`src/rtl/name_reader_if.sv`:
```
// Character-in / product-ID-out handshake bundle for the name reader.
// The reader is the slave; the character source and the result sink together form the master.
interface name_reader_if;
    logic       char_valid;
    logic [6:0] char_data;
    logic       char_ready;
    logic       id_valid;
    logic       id_ready;
    logic [3:0] ProductID;
    logic       match;
    logic       overflow;
    logic       bad_char;

    modport slave (
        input  char_valid, char_data, id_ready,
        output char_ready, id_valid, ProductID, match, overflow, bad_char
    );

    modport master (
        output char_valid, char_data, id_ready,
        input  char_ready, id_valid, ProductID, match, overflow, bad_char
    );
endinterface

```
`src/rtl/name_reader.sv`:
```
// Collects an ASCII product name, then scans the 12-entry name table one entry per cycle
// and reports the matching ProductID together with overflow/illegal-character flags.
module name_reader #(
    parameter int MAX_LEN      = 9,
    parameter int NUM_PRODUCTS = 12
) (
    input  logic          clk,
    input  logic          rst_n,
    name_reader_if.slave  bus
);

    typedef enum logic [1:0] {
        COLLECT = 2'd0,
        SEARCH  = 2'd1,
        RESULT  = 2'd2
    } state_t;

    localparam logic [3:0] LAST_IDX  = 4'(NUM_PRODUCTS);
    localparam logic [3:0] MAX_LEN_C = 4'(MAX_LEN);
    localparam logic [3:0] NO_ID     = 4'hF;

    // Names are packed MSB-first, seven bits per character, zero-padded to nine characters.
    function automatic logic [62:0] table_entry(input logic [3:0] id);
        case (id)
            4'd0:    return {7'h42, 7'h41, 7'h4E, 7'h41, 7'h4E, 7'h41, 7'h00, 7'h00, 7'h00};
            4'd1:    return {7'h50, 7'h4F, 7'h54, 7'h41, 7'h54, 7'h4F, 7'h00, 7'h00, 7'h00};
            4'd2:    return {7'h54, 7'h4F, 7'h4D, 7'h41, 7'h54, 7'h4F, 7'h00, 7'h00, 7'h00};
            4'd3:    return {7'h50, 7'h45, 7'h41, 7'h43, 7'h48, 7'h00, 7'h00, 7'h00, 7'h00};
            4'd4:    return {7'h41, 7'h50, 7'h50, 7'h4C, 7'h45, 7'h00, 7'h00, 7'h00, 7'h00};
            4'd5:    return {7'h50, 7'h49, 7'h4E, 7'h45, 7'h41, 7'h50, 7'h50, 7'h4C, 7'h45};
            4'd6:    return {7'h41, 7'h56, 7'h4F, 7'h43, 7'h41, 7'h44, 7'h4F, 7'h00, 7'h00};
            4'd7:    return {7'h43, 7'h48, 7'h45, 7'h52, 7'h52, 7'h59, 7'h00, 7'h00, 7'h00};
            4'd8:    return {7'h46, 7'h49, 7'h47, 7'h00, 7'h00, 7'h00, 7'h00, 7'h00, 7'h00};
            4'd9:    return {7'h47, 7'h52, 7'h41, 7'h50, 7'h45, 7'h00, 7'h00, 7'h00, 7'h00};
            4'd10:   return {7'h4B, 7'h49, 7'h57, 7'h49, 7'h00, 7'h00, 7'h00, 7'h00, 7'h00};
            4'd11:   return {7'h4C, 7'h45, 7'h4D, 7'h4F, 7'h4E, 7'h00, 7'h00, 7'h00, 7'h00};
            default: return {63{1'b0}};
        endcase
    endfunction

    state_t     state_r, state_n;
    logic [6:0] name_buf_r [MAX_LEN];
    logic [3:0] len_r;
    logic [3:0] idx_r;
    logic       ovf_r;
    logic       bad_r;
    logic       hit_r;
    logic [3:0] hit_id_r;
    logic       char_ready_r;
    logic       id_valid_r;
    logic [3:0] id_r;
    logic       match_r;
    logic       overflow_r;
    logic       bad_char_r;

    logic [7*MAX_LEN-1:0] name_word_s;
    logic                 accept_s;
    logic                 is_letter_s;
    logic [6:0]           letter_s;
    logic                 forced_miss_s;
    logic                 found_s;

    assign bus.char_ready = char_ready_r;
    assign bus.id_valid   = id_valid_r;
    assign bus.ProductID  = id_r;
    assign bus.match      = match_r;
    assign bus.overflow   = overflow_r;
    assign bus.bad_char   = bad_char_r;

    // Flatten the character buffer into the table's packed name format.
    always_comb begin
        name_word_s = {(7*MAX_LEN){1'b0}};
        for (int i = 0; i < MAX_LEN; i++) begin
            name_word_s[7*(MAX_LEN-i)-1 -: 7] = name_buf_r[i];
        end
    end

    // Character decode; lowercase letters fold to uppercase by clearing bit 5.
    always_comb begin
        accept_s      = bus.char_valid && char_ready_r && (state_r == COLLECT);
        is_letter_s   = ((bus.char_data >= 7'h41) && (bus.char_data <= 7'h5A)) ||
                        ((bus.char_data >= 7'h61) && (bus.char_data <= 7'h7A));
        letter_s      = bus.char_data & 7'h5F;
        forced_miss_s = (len_r == 4'd0) || ovf_r || bad_r;
        found_s       = hit_r && !forced_miss_s;
    end

    // Next-state logic.
    always_comb begin
        state_n = state_r;
        case (state_r)
            COLLECT: begin
                if (accept_s && (bus.char_data == 7'h0D)) begin
                    state_n = SEARCH;
                end else begin
                    state_n = COLLECT;
                end
            end
            SEARCH: begin
                if (idx_r == LAST_IDX) begin
                    state_n = RESULT;
                end else begin
                    state_n = SEARCH;
                end
            end
            RESULT: begin
                if (bus.id_ready) begin
                    state_n = COLLECT;
                end else begin
                    state_n = RESULT;
                end
            end
            default: state_n = COLLECT;
        endcase
    end

    // State register plus handshake outputs registered from the next state.
    always_ff @(posedge clk or negedge rst_n) begin
        if (!rst_n) begin
            state_r      <= COLLECT;
            char_ready_r <= 1'b1;
            id_valid_r   <= 1'b0;
        end else begin
            state_r      <= state_n;
            char_ready_r <= (state_n == COLLECT);
            id_valid_r   <= (state_n == RESULT);
        end
    end

    // Buffer editing, sequential table scan and result capture.
    always_ff @(posedge clk or negedge rst_n) begin
        if (!rst_n) begin
            for (int i = 0; i < MAX_LEN; i++) begin
                name_buf_r[i] <= 7'h00;
            end
            len_r      <= 4'd0;
            idx_r      <= 4'd0;
            ovf_r      <= 1'b0;
            bad_r      <= 1'b0;
            hit_r      <= 1'b0;
            hit_id_r   <= NO_ID;
            id_r       <= NO_ID;
            match_r    <= 1'b0;
            overflow_r <= 1'b0;
            bad_char_r <= 1'b0;
        end else begin
            case (state_r)
                COLLECT: begin
                    idx_r <= 4'd0;
                    hit_r <= 1'b0;
                    if (accept_s) begin
                        if (is_letter_s) begin
                            if (len_r < MAX_LEN_C) begin
                                name_buf_r[len_r] <= letter_s;
                                len_r             <= len_r + 4'd1;
                            end else begin
                                ovf_r <= 1'b1;
                            end
                        end else if (bus.char_data == 7'h08) begin
                            if (len_r != 4'd0) begin
                                name_buf_r[len_r - 4'd1] <= 7'h00;
                                len_r                    <= len_r - 4'd1;
                            end
                        end else if (bus.char_data == 7'h1B) begin
                            for (int i = 0; i < MAX_LEN; i++) begin
                                name_buf_r[i] <= 7'h00;
                            end
                            len_r <= 4'd0;
                            ovf_r <= 1'b0;
                            bad_r <= 1'b0;
                        end else if (bus.char_data != 7'h0D) begin
                            bad_r <= 1'b1;
                        end
                    end
                end
                SEARCH: begin
                    // The extra step at idx==LAST_IDX publishes the result as RESULT is entered.
                    if (idx_r != LAST_IDX) begin
                        if (name_word_s == table_entry(idx_r)) begin
                            hit_r    <= 1'b1;
                            hit_id_r <= idx_r;
                        end
                        idx_r <= idx_r + 4'd1;
                    end else begin
                        match_r    <= found_s;
                        id_r       <= found_s ? hit_id_r : NO_ID;
                        overflow_r <= ovf_r;
                        bad_char_r <= bad_r;
                    end
                end
                RESULT: begin
                    if (bus.id_ready) begin
                        for (int i = 0; i < MAX_LEN; i++) begin
                            name_buf_r[i] <= 7'h00;
                        end
                        len_r      <= 4'd0;
                        ovf_r      <= 1'b0;
                        bad_r      <= 1'b0;
                        overflow_r <= 1'b0;
                        bad_char_r <= 1'b0;
                    end
                end
                default: begin
                    idx_r <= 4'd0;
                end
            endcase
        end
    end

endmodule

```
`src/flat_wrapper.sv`:
```
// flat-port wrapper written by rule: the top's interface ports become plain ports
module name_reader_flat 
#(
    parameter int MAX_LEN      = 9,
    parameter int NUM_PRODUCTS = 12
)
  (clk, rst_n, bus_char_valid, bus_char_data, bus_id_ready, bus_char_ready, bus_id_valid, bus_ProductID, bus_match, bus_overflow, bus_bad_char);
  name_reader_if bus_i ();
  input  logic clk;
  input  logic rst_n;
  input wire logic [$bits(bus_i.char_valid)-1:0] bus_char_valid;
  input wire logic [$bits(bus_i.char_data)-1:0] bus_char_data;
  input wire logic [$bits(bus_i.id_ready)-1:0] bus_id_ready;
  output wire logic [$bits(bus_i.char_ready)-1:0] bus_char_ready;
  output wire logic [$bits(bus_i.id_valid)-1:0] bus_id_valid;
  output wire logic [$bits(bus_i.ProductID)-1:0] bus_ProductID;
  output wire logic [$bits(bus_i.match)-1:0] bus_match;
  output wire logic [$bits(bus_i.overflow)-1:0] bus_overflow;
  output wire logic [$bits(bus_i.bad_char)-1:0] bus_bad_char;
  assign bus_i.char_valid = bus_char_valid;
  assign bus_i.char_data = bus_char_data;
  assign bus_i.id_ready = bus_id_ready;
  assign bus_char_ready = bus_i.char_ready;
  assign bus_id_valid = bus_i.id_valid;
  assign bus_ProductID = bus_i.ProductID;
  assign bus_match = bus_i.match;
  assign bus_overflow = bus_i.overflow;
  assign bus_bad_char = bus_i.bad_char;
  name_reader #(.MAX_LEN(MAX_LEN), .NUM_PRODUCTS(NUM_PRODUCTS)) u_core (.clk(clk), .rst_n(rst_n), .bus(bus_i));
endmodule
```
`config.mk`:
```
export PLATFORM = sky130hd
export DESIGN_NAME = name_reader_flat
export DESIGN_NICKNAME = d
export VERILOG_FILES = /design/src/rtl/name_reader_if.sv /design/src/rtl/name_reader.sv /design/src/flat_wrapper.sv
export SDC_FILE = /design/constraint.sdc
export NUM_CORES = 1
export LEC_CHECK = 0
export ABC_AREA = 1
export CAP_MARGIN = 25
export CORE_MARGIN = 2
export CORE_UTILIZATION = 51
export CTS_BUF_LIST = sky130_fd_sc_hd__clkbuf_4
export CTS_CLUSTER_DIAMETER = 150
export DETAILED_ROUTE_END_ITERATION = 10
export PLACE_DENSITY = 0.73
export SYNTH_ARGS = -nofsm -noshare
export SYNTH_HDL_FRONTEND = slang
export SYNTH_SLANG_ARGS = --single-unit
export TNS_END_PERCENT = 10
```
`constraint.sdc`:
```
create_clock -name clk -period 2.1 [get_ports clk]
set_input_delay 0.42 -clock clk [delete_from_list [all_inputs] [get_ports clk]]
set_output_delay 0.42 -clock clk [all_outputs]
set_load 0.005 [all_outputs]
```
==> results of run 1 <==
## power by group
part | internal [mW] | leakage [nW] | total [mW] | switching (mW)
clock | 0.240 | 0.0597 | 0.872 | 0.632
sequential | 1.84 | 1.18 | 1.99 | 0.153
combinational | 0.993 | 2.81 | 2.48 | 1.49
## worst max-delay path by stage
stage	from	slack, ps	cells after the start	endpoint
global placement	bus_char_data[3]	-340	10	u_core.name_buf_r[1]
finish	u_core.idx_r[0]	-170	16	u_core.hit_id_r[3]
CTS	u_core.idx_r[1]	-130	14	u_core.hit_id_r[0]
floorplan	u_core.idx_r[1]	40	14	u_core.hit_id_r[1]
global route	u_core.idx_r[0]	-300	14	u_core.hit_id_r[1]
detailed placement	bus_char_data[0]	-430	11	u_core.name_buf_r[0]
## metrics by stage
| stage | setup WS, ps | hold slack (ps) | area [sq um] | std cells |
|---|---|---|---|---|
| after detailed placement | -431 | 396 | 7620 | 1272 |
| after CTS | -130 | 400 | 7850 | 1291 |
| final | -166 | 413 | 8070 | 1294 |
| after global routing | -300 | 423 | 8070 | 1294 |
| after global placement | -338 | 397 | 7620 | 1272 |
| after floorplan | 38.5 | 124 | 6540 | 999 |
## cell usage in the layout, fill, tap and decap left out, drive strengths merged
| cell type | netlist | layout |
|---|---|---|
| dlygate4sd3 | 0 | 1 |
| buf | 32 | 126 |
| o22ai | 2 | 2 |
| dfrtp | 80 | 80 |
| o211ai | 1 | 1 |
| nand4 | 15 | 15 |
| o31ai | 1 | 1 |
| o21ai | 62 | 62 |
| nand3 | 194 | 194 |
| dfstp | 9 | 9 |
| nand2 | 362 | 362 |
| a21oi | 4 | 4 |
| clkinvlp | 0 | 2 |
| nor2 | 87 | 87 |
| clkbuf | 6 | 9 |
| nor2b | 1 | 1 |
| xnor2 | 1 | 1 |
| clkdlybuf4s50 | 0 | 18 |
| o22a | 4 | 4 |
| ha | 16 | 16 |
| a22oi | 2 | 2 |
| nand3b | 14 | 14 |
| a21boi | 4 | 4 |
| nor3 | 5 | 5 |
| inv | 90 | 91 |
| clkinv | 3 | 7 |
| xor2 | 4 | 4 |
## layout make-up
| class | count | share of cell area |
|---|---|---|
| clock inverter | 7 | 0.00574 |
| multi-input combinational | 779 | 0.486 |
| clock buffer | 9 | 0.00837 |
| inverter | 93 | 0.0448 |
| sequential | 89 | 0.278 |
| tap | 172 | 0.0267 |
| timing repair buffer | 145 | 0.150 |
## flip-flops by register name, summed over array words and instances (netlist names), 2 cells and up
| signal | flops |
|---|---|
| u_core.name_buf_r | 63 |
| u_core.bus.ProductID | 4 |
| u_core.hit_id_r | 4 |
| u_core.idx_r | 4 |
| u_core.len_r | 4 |
| u_core.state_r | 2 |
## critical path: stages (launching register included)
cell,delay (ps)
dfrtp_2,520
inv_4,70
buf_6,130
buf_6,110
ha_4,160
nand2_2,60
nand2_1,70
nand2_1,80
nand2_1,60
nor2_2,120
nand2_1,60
nor2_1,110
nand2_1,80
nor2_2,150
nand4_1,240
nand2_1,130
nand2_1,60
## cells in the mapped netlist, types with 2 or more instances
library cell,n
inv_4,2
a21boi_0,3
a22oi_1,2
nand3_1,190
nand4_1,15
nor2_1,79
ha_1,16
a21oi_1,2
clkbuf_1,6
o21ai_0,56
o22ai_1,2
o21ai_1,6
dfstp_2,9
nand3_2,4
nor3_1,5
clkinv_1,3
buf_4,11
inv_2,5
buf_6,11
buf_2,9
nand2_1,360
inv_1,83
dfrtp_1,80
nor2_2,6
o22a_1,4
nand3b_1,14
xor2_1,4
## logic make-up (layout without fill, tap and decap cells)
family / after synthesis / after routing / share of synthesized area
flops: 89 / 89 / 0.343
compound gates: 80 / 80 / 0.0701
fa+ha+maj: 16 / 16 / 0.0306
buf+inv: 131 / 254 / 0.0967
xor+xnor: 5 / 5 / 0.00670
simple gates: 678 / 678 / 0.453
## repair_timing
item	4_1_cts	5_1_grt
pin swaps	8	24
hold endpoints to repair	21	0
buffers inserted	2	3
hold buffers	1	0
resized for setup	24	52
endpoints found under the setup margin	5	66
## metal layers
metal | share of wire | track usage | up-vias
li1 | - | - | 3481
met1 | 0.44 | 0.400 | 3199
met2 | 0.45 | 0.472 | 265
met3 | 0.069 | 0.0608 | 61
met4 | 0.038 | 0.113 | 0
met5 | 0 | 0 | -
==> qor.csv, run 1 <==
metric,value,unit
mappedNetlistArea,0.00654,sq mm
skew,23.1,ps
worstReg2RegStart,u_core.idx_r[0],
min_period,2270,ps
synth_top_area_share,0.306,
cts.clk_slew.worst_paths,150,ps
diodes,0,
multi_input_area,0.00393,sq mm
ys_warn_count,0,
seqCellArea,0.00224,sq mm
start_util,0.520,
clk_latency,480,ps
num-fill-cells,1158,
syn-instance-count,999,
required,2530,ps
rrSetupSlack,-170,ps
tightest_slew,490,ps
drive_gt1_frac,0.201,
routed_via_density,5.41,
final.period_utilization,1.08,
power.density,663,mW/mm^2
via_count,7006,
rows,41,
reg2reg_depth,16,
violations,negative setup slack,
synthTopCellsByArea,"dfrtp_1, nand2_1, nand3_1",
ir_drop,0.000604,V
root_buffer,clkbuf_4,
critPathCaptureType,register,
wl,20000,um
hp-class,in2async,
clockBufferDepth,2,
cts_tree,yes,
fin_setup_tns,-734,ps
p_total,5.35,mW
cp.arrival,2700,ps
cp-start-kind,register,
final_core_utilization,0.642,
synth_seq_cells,89,
die-area,0.0137,sq mm
power_leakage,4.05,nW
synth_largest_area_cell,dfrtp_1,
worst-setup-path-type,reg2reg,
die-height,117,um
syn_area_per_cell,6.54,sq um
core,0.0126,sq mm
final_hold_viol_count,0,
grt.total_usage,0.297,
area_delta_synth_final,23.5,%
status,"finished, violations left",
grt-ovfl-total,0,
pin_count,20,
fmax,441,MHz
cp_max_fo,5,
drtIter0Drc,591,
routabilityCongestion,1.01,
synth_edf_count,0,
slew_headroom,0.673,
setup_violations,5,
synth_ff_type,dfrtp_1,
slew_viol_final,0,
antenna_found_initial,0,
grt_pass1_vias,6321,
cts_buffers,9,
hpwl,15100,um
drcViolationCount,0,
maxCapViolCount,0,
synthDistinctLibCells,39,
nets,1144,
drtPass1Iterations,6,
syn-num-nets,1026,
ant_nets,0,
rr_endpoint,u_core.hit_id_r[3],
wire_per_inst,15.5,um
ys_async_sr_fraction,1.00,
grt_max_degree,40,
cts.sink_count,89,
cts_htree_levels,3,
fp.dieW,117,um
grt_first_pass_wirelength,31200,um
worst_slack,-166,ps
synth-seq-area-share,0.343,
rsz0062_at_grt,yes,
portBuffers,19,
No activity file was read; power rests on OpenSTA's default activity.
==> inputs of run 2 (changes only) <==
--- a/config.mk
+++ b/config.mk
@@ -6,13 +6,14 @@
 export NUM_CORES = 1
 export LEC_CHECK = 0
 export ABC_AREA = 1
+export ABC_CLOCK_PERIOD_IN_PS = 2100
 export CAP_MARGIN = 25
 export CORE_MARGIN = 2
-export CORE_UTILIZATION = 51
+export CORE_UTILIZATION = 54
 export CTS_BUF_LIST = sky130_fd_sc_hd__clkbuf_4
 export CTS_CLUSTER_DIAMETER = 150
 export DETAILED_ROUTE_END_ITERATION = 10
-export PLACE_DENSITY = 0.73
+export PLACE_DENSITY = 0.76
 export SYNTH_ARGS = -nofsm -noshare
 export SYNTH_HDL_FRONTEND = slang
 export SYNTH_SLANG_ARGS = --single-unit
==> qor.csv, run 2 (synthesized netlist as in run 1, its figures left out) <==
metric,value,unit
worstReg2RegStart,u_core.idx_r[0],
cp-start-kind,register,
rows,40,
power_frac_comb,0.470,
setup_violations,5,
largest_reg_flops,63,
tightest_slew,453,ps
cts_buffers,9,
drtIter0Drc,766,
post_layout_nonfiller_instances,1270,
via_count,7128,
die-height,114,um
ant_nets,0,
power.density,667,mW/mm^2
root_buffer,clkbuf_4,
slew_viol_final,0,
nets,1145,
drtPass1Iterations,6,
wire_per_inst,16.0,um
fp.dieW,114,um
antenna_found_initial,0,
fmax,451,MHz
cts_tree,yes,
diodes,0,
grt_pass1_vias,6368,
cp.arrival,2640,ps
wl,20300,um
reg2reg_depth,14,
critPathCaptureType,register,
power_frac_clock,0.163,
maxCapViolCount,0,
drive_gt1_frac,0.221,
final_core_utilization,0.684,
power.share.switching,0.427,
rr_endpoint,u_core.hit_id_r[0],
violations,negative setup slack,
start_util,0.549,
slew_headroom,0.698,
mostFrequentLayoutCells,"nand2_1, nand3_1, buf_4",
cts_htree_levels,3,
routabilityCongestion,0.959,
internal_power,3.12,mW
clockBufferDepth,2,
grt.total_usage,0.316,
final.period_utilization,1.05,
power_frac_seq,0.367,
hp-class,in2async,
status,"finished, violations left",
final_hold_viol_count,0,
worst-setup-path-type,reg2reg,
rsz0062_at_grt,yes,
clk_latency,470,ps
min_period,2220,ps
largest_register,u_core.name_buf_r,
pin_count,20,
mostFrequentLayoutCell,nand2_1,
dp_cells,1244,
grt_max_degree,38,
rrSetupSlack,-120,ps
skew,10.4,ps
routed_via_density,5.61,
whs,429,ps
core,0.0119,sq mm
die-area,0.0130,sq mm
cp_max_fo,5,
cts.sink_count,89,
grt_first_pass_wirelength,32100,um
hpwl,15200,um
grt-ovfl-total,0,
drcViolationCount,0,
worst_slack,-115,ps
power_leakage,4.08,nW
cts.clk_slew.worst_paths,140,ps
area_delta_synth_final,24.7,%
switching_power,2.32,mW
ir_drop,0.000683,V
required,2520,ps
portBuffers,19,
==> run 2: changes by cell type in the layout (fill, tap and decap cells not counted), moves of 3 or more <==
cell and change:
nand2_1 -13, nand2_2 +11, buf_4 -5, buf_12 +4
nand3_1 -4, nand3_2 +4, ha_2 +3
==> run 2: per-stage QoR <==
step | setup TNS, ps | instance area, sq um | total power, mW | worst slack, ps
after floorplan | 0 | 6540 | 3.29 | 38.5
final | -468 | 8150 | 5.44 | -115
after global routing | -1730 | 8150 | 5.77 | -252
after detailed placement | -25750 | 7620 | 4.19 | -408
after global placement | -20250 | 7620 | 4.15 | -324
after CTS | -399 | 7910 | 5.19 | -105
==> run 2: repair_timing <==
item,in CTS,in global routing
setup endpoints to repair,5,65
resized for setup,38,61
endpoints found under the hold margin,32,0
gates cloned,0,0
setup buffers,4,7
hold buffers,1,0
pin swaps,17,47
==> run 2: how the worst max path moves through the flow <==
stage	from	to	slack, ps
5_1_grt	u_core.idx_r[3]	u_core.hit_id_r[1]	-250
2_1_floorplan	u_core.idx_r[1]	u_core.hit_id_r[1]	40
6_report	u_core.idx_r[0]	u_core.hit_id_r[0]	-120
3_3_place_gp	bus_char_data[3]	u_core.name_buf_r[4]	-320
3_5_place_dp	bus_char_data[3]	u_core.name_buf_r[1]	-410
4_1_cts	u_core.idx_r[0]	u_core.hit_id_r[0]	-110
==> run 2: layer usage <==
metal,GRT usage,routed length (um),up-vias
met5,0,0,-
met4,0.0935,491,0
met3,0.0531,1510,41
met2,0.511,9670,305
met1,0.440,8630,3302
li1,-,-,3480
==> run 2: power by group through the flow <==
| stage | clock [mW] | combinational [mW] | sequential, mW |
|---|---|---|---|
| after floorplan | 0 | 1.31 | 1.98 |
| after global placement | 0 | 2.15 | 2.01 |
| after detailed placement | 0 | 2.17 | 2.01 |
| after CTS | 0.912 | 2.30 | 1.98 |
| after global routing | 0.966 | 2.80 | 2.01 |
| final | 0.886 | 2.56 | 2.00 |
==> run 2: critical path, cell delays in order, from the launching register on <==
cell and delay, ps:
dfrtp_2 490, inv_4 80, ha_4 290, buf_6 130
nand2_2 50, o21ai_1 120, o21ai_1 80, nor2_2 120
buf_4 130, nand3_2 70, nor2_1 150, nand2_1 110
nor2_4 150, nand4_1 110, nand2_1 80
==> run 2: cell type report <==
cell class	instances	area, sq um
timing repair buffer	146	1280
clock inverter	7	53.8
multi-input combinational	779	3960
tap	147	184
inverter	93	362
fill	1022	3760
sequential	89	2240
clock buffer	9	67.6
==> inputs of run 3 (changes only) <==
--- a/config.mk
+++ b/config.mk
@@ -10,10 +10,11 @@
 export CAP_MARGIN = 25
 export CORE_MARGIN = 2
 export CORE_UTILIZATION = 54
-export CTS_BUF_LIST = sky130_fd_sc_hd__clkbuf_4
 export CTS_CLUSTER_DIAMETER = 150
+export CTS_CLUSTER_SIZE = 20
 export DETAILED_ROUTE_END_ITERATION = 10
 export PLACE_DENSITY = 0.76
+export REMOVE_ABC_BUFFERS = 1
 export SYNTH_ARGS = -nofsm -noshare
 export SYNTH_HDL_FRONTEND = slang
 export SYNTH_SLANG_ARGS = --single-unit
==> qor.csv, run 3 (synthesized netlist as in run 1, its figures left out) <==
metric,value,unit
min_period,2210,ps
via_count,7311,
final_hold_viol_count,0,
clk_latency,350,ps
largest_register,u_core.name_buf_r,
clockBufferDepth,2,
cts_buffers,9,
core,0.0119,sq mm
routabilityCongestion,1.01,
p_total,6.35,mW
fin_area,0.00831,sq mm
crit_path_cell_trace,buf_6 -> ha_4 -> ha_2 -> buf_4 -> nand2_2 -> nand2_1 -> nand2_1 -> nand2_1 -> inv_1 -> nand2_1 -> nor2_1 -> nand2_1 -> nor2_2 -> nand4_1 -> nand2_1 -> nand2_1,
cts_hold_buf,0,
power.density,764,mW/mm^2
cp_max_fo,5,
whs,74.6,ps
drtPass1Iterations,6,
final_core_utilization,0.698,
drtIter0Drc,871,
start_util,0.549,
ir_drop,0.000503,V
cts.sink_count,89,
drive_gt1_frac,0.206,
die-height,114,um
place_area,0.00750,sq mm
hp-class,in2async,
hpwl,14600,um
drcViolationCount,0,
cts.clk_slew.worst_paths,70,ps
setup_violations,5,
portBuffers,19,
violations,negative setup slack,
skew,7.96,ps
slew_viol_final,0,
worst-path-buf-inv,3,
die-area,0.0130,sq mm
slowest_stage,dfrtp_2,
required,2380,ps
route.met2.wl,9620,um
critPathCaptureType,register,
grt-ovfl-total,0,
antenna_found_initial,0,
fmax,453,MHz
grt_pass1_vias,6435,
status,"finished, violations left",
grt.total_usage,0.316,
cp-start-kind,register,
dp_cells,1238,
wire_per_inst,16.4,um
max_stage_delay,440,ps
worst-setup-path-type,reg2reg,
rows,40,
ant_nets,0,
post_layout_nonfiller_instances,1271,
rsz0062_at_grt,yes,
wl_met3,1960,um
grt_max_degree,45,
worst_slack,-106,ps
diodes,0,
wl,20900,um
routed_via_density,5.75,
largest_reg_flops,63,
tightest_slew,585,ps
cpMostUsedCell,nand2_1,
mostFrequentLayoutCell,nand2_1,
highest-signal-layer,met4,
maxCapViolCount,0,
critPathTopFamily,simple AND/OR/NAND/NOR gates,
final.period_utilization,1.05,
area_delta_synth_final,27.2,%
root_buffer,clkbuf_16,
power_leakage,4.21,nW
fp.dieW,114,um
met1Wirelength,8550,um
grt_first_pass_wirelength,32300,um
mostFrequentLayoutCells,"nand2_1, nand3_1, buf_4",
cp.arrival,2490,ps
slew_headroom,0.610,
nets,1146,
cts_htree_levels,3,
fin_setup_tns,-403,ps
pin_count,20,
dp_worst_setup_slack,-422,ps
cts_tree,yes,
## run 3: changes by cell type in the layout (fill, tap and decap cells not counted), sizes merged, moves of 3 or more
cell / change
clkdlybuf4s50: -5
dlymetal6s2s: +4
bufinv: +3
clkinvlp: -3
## run 3: final timing paths
check	cells past startpoint	slack [ps]	end	start
min in group clk	2	480	u_core.bus.match	u_core.bus.match
max in group asynchronous	2	1350	u_core.name_buf_r[35]	rst_n
setup reg to reg	16	-110	u_core.hit_id_r[2]	u_core.idx_r[0]
hold / removal	1	70	u_core.name_buf_r[44]	rst_n
setup / recovery	16	-110	u_core.hit_id_r[2]	u_core.idx_r[0]
hold reg to reg	2	480	u_core.bus.match	u_core.bus.match
## run 3: area by class of cell
cell class | count | area [sq um]
well taps | 147 | 184
repair buffers | 145 | 1260
flip-flops and latches | 89 | 2240
clock inverters | 7 | 124
fillers | 1000 | 3600
clock buffers | 9 | 225
multi-input cells | 781 | 3910
inverters | 93 | 359
## run 3: metal layers
metal | up-vias | track usage
met5 | - | 0
met4 | 0 | 0.117
met3 | 73 | 0.0654
met2 | 387 | 0.493
met1 | 3362 | 0.437
li1 | 3489 | -
## run 3: where the power goes
group / switching [mW] / internal (mW) / leakage (nW)
combinational: 1.49 / 0.966 / 2.86
clock: 0.727 / 1.18 / 0.167
sequential: 0.151 / 1.84 / 1.18
total: 2.37 / 3.98 / 4.21
## run 3: timing repair
action                                  CTS  global route
hold endpoints to repair                  0             0
endpoints found under the setup margin   55            70
gates resized for setup                  33            56
pin swaps                                15            37
cloned                                    0             4
setup buffers                             4             9
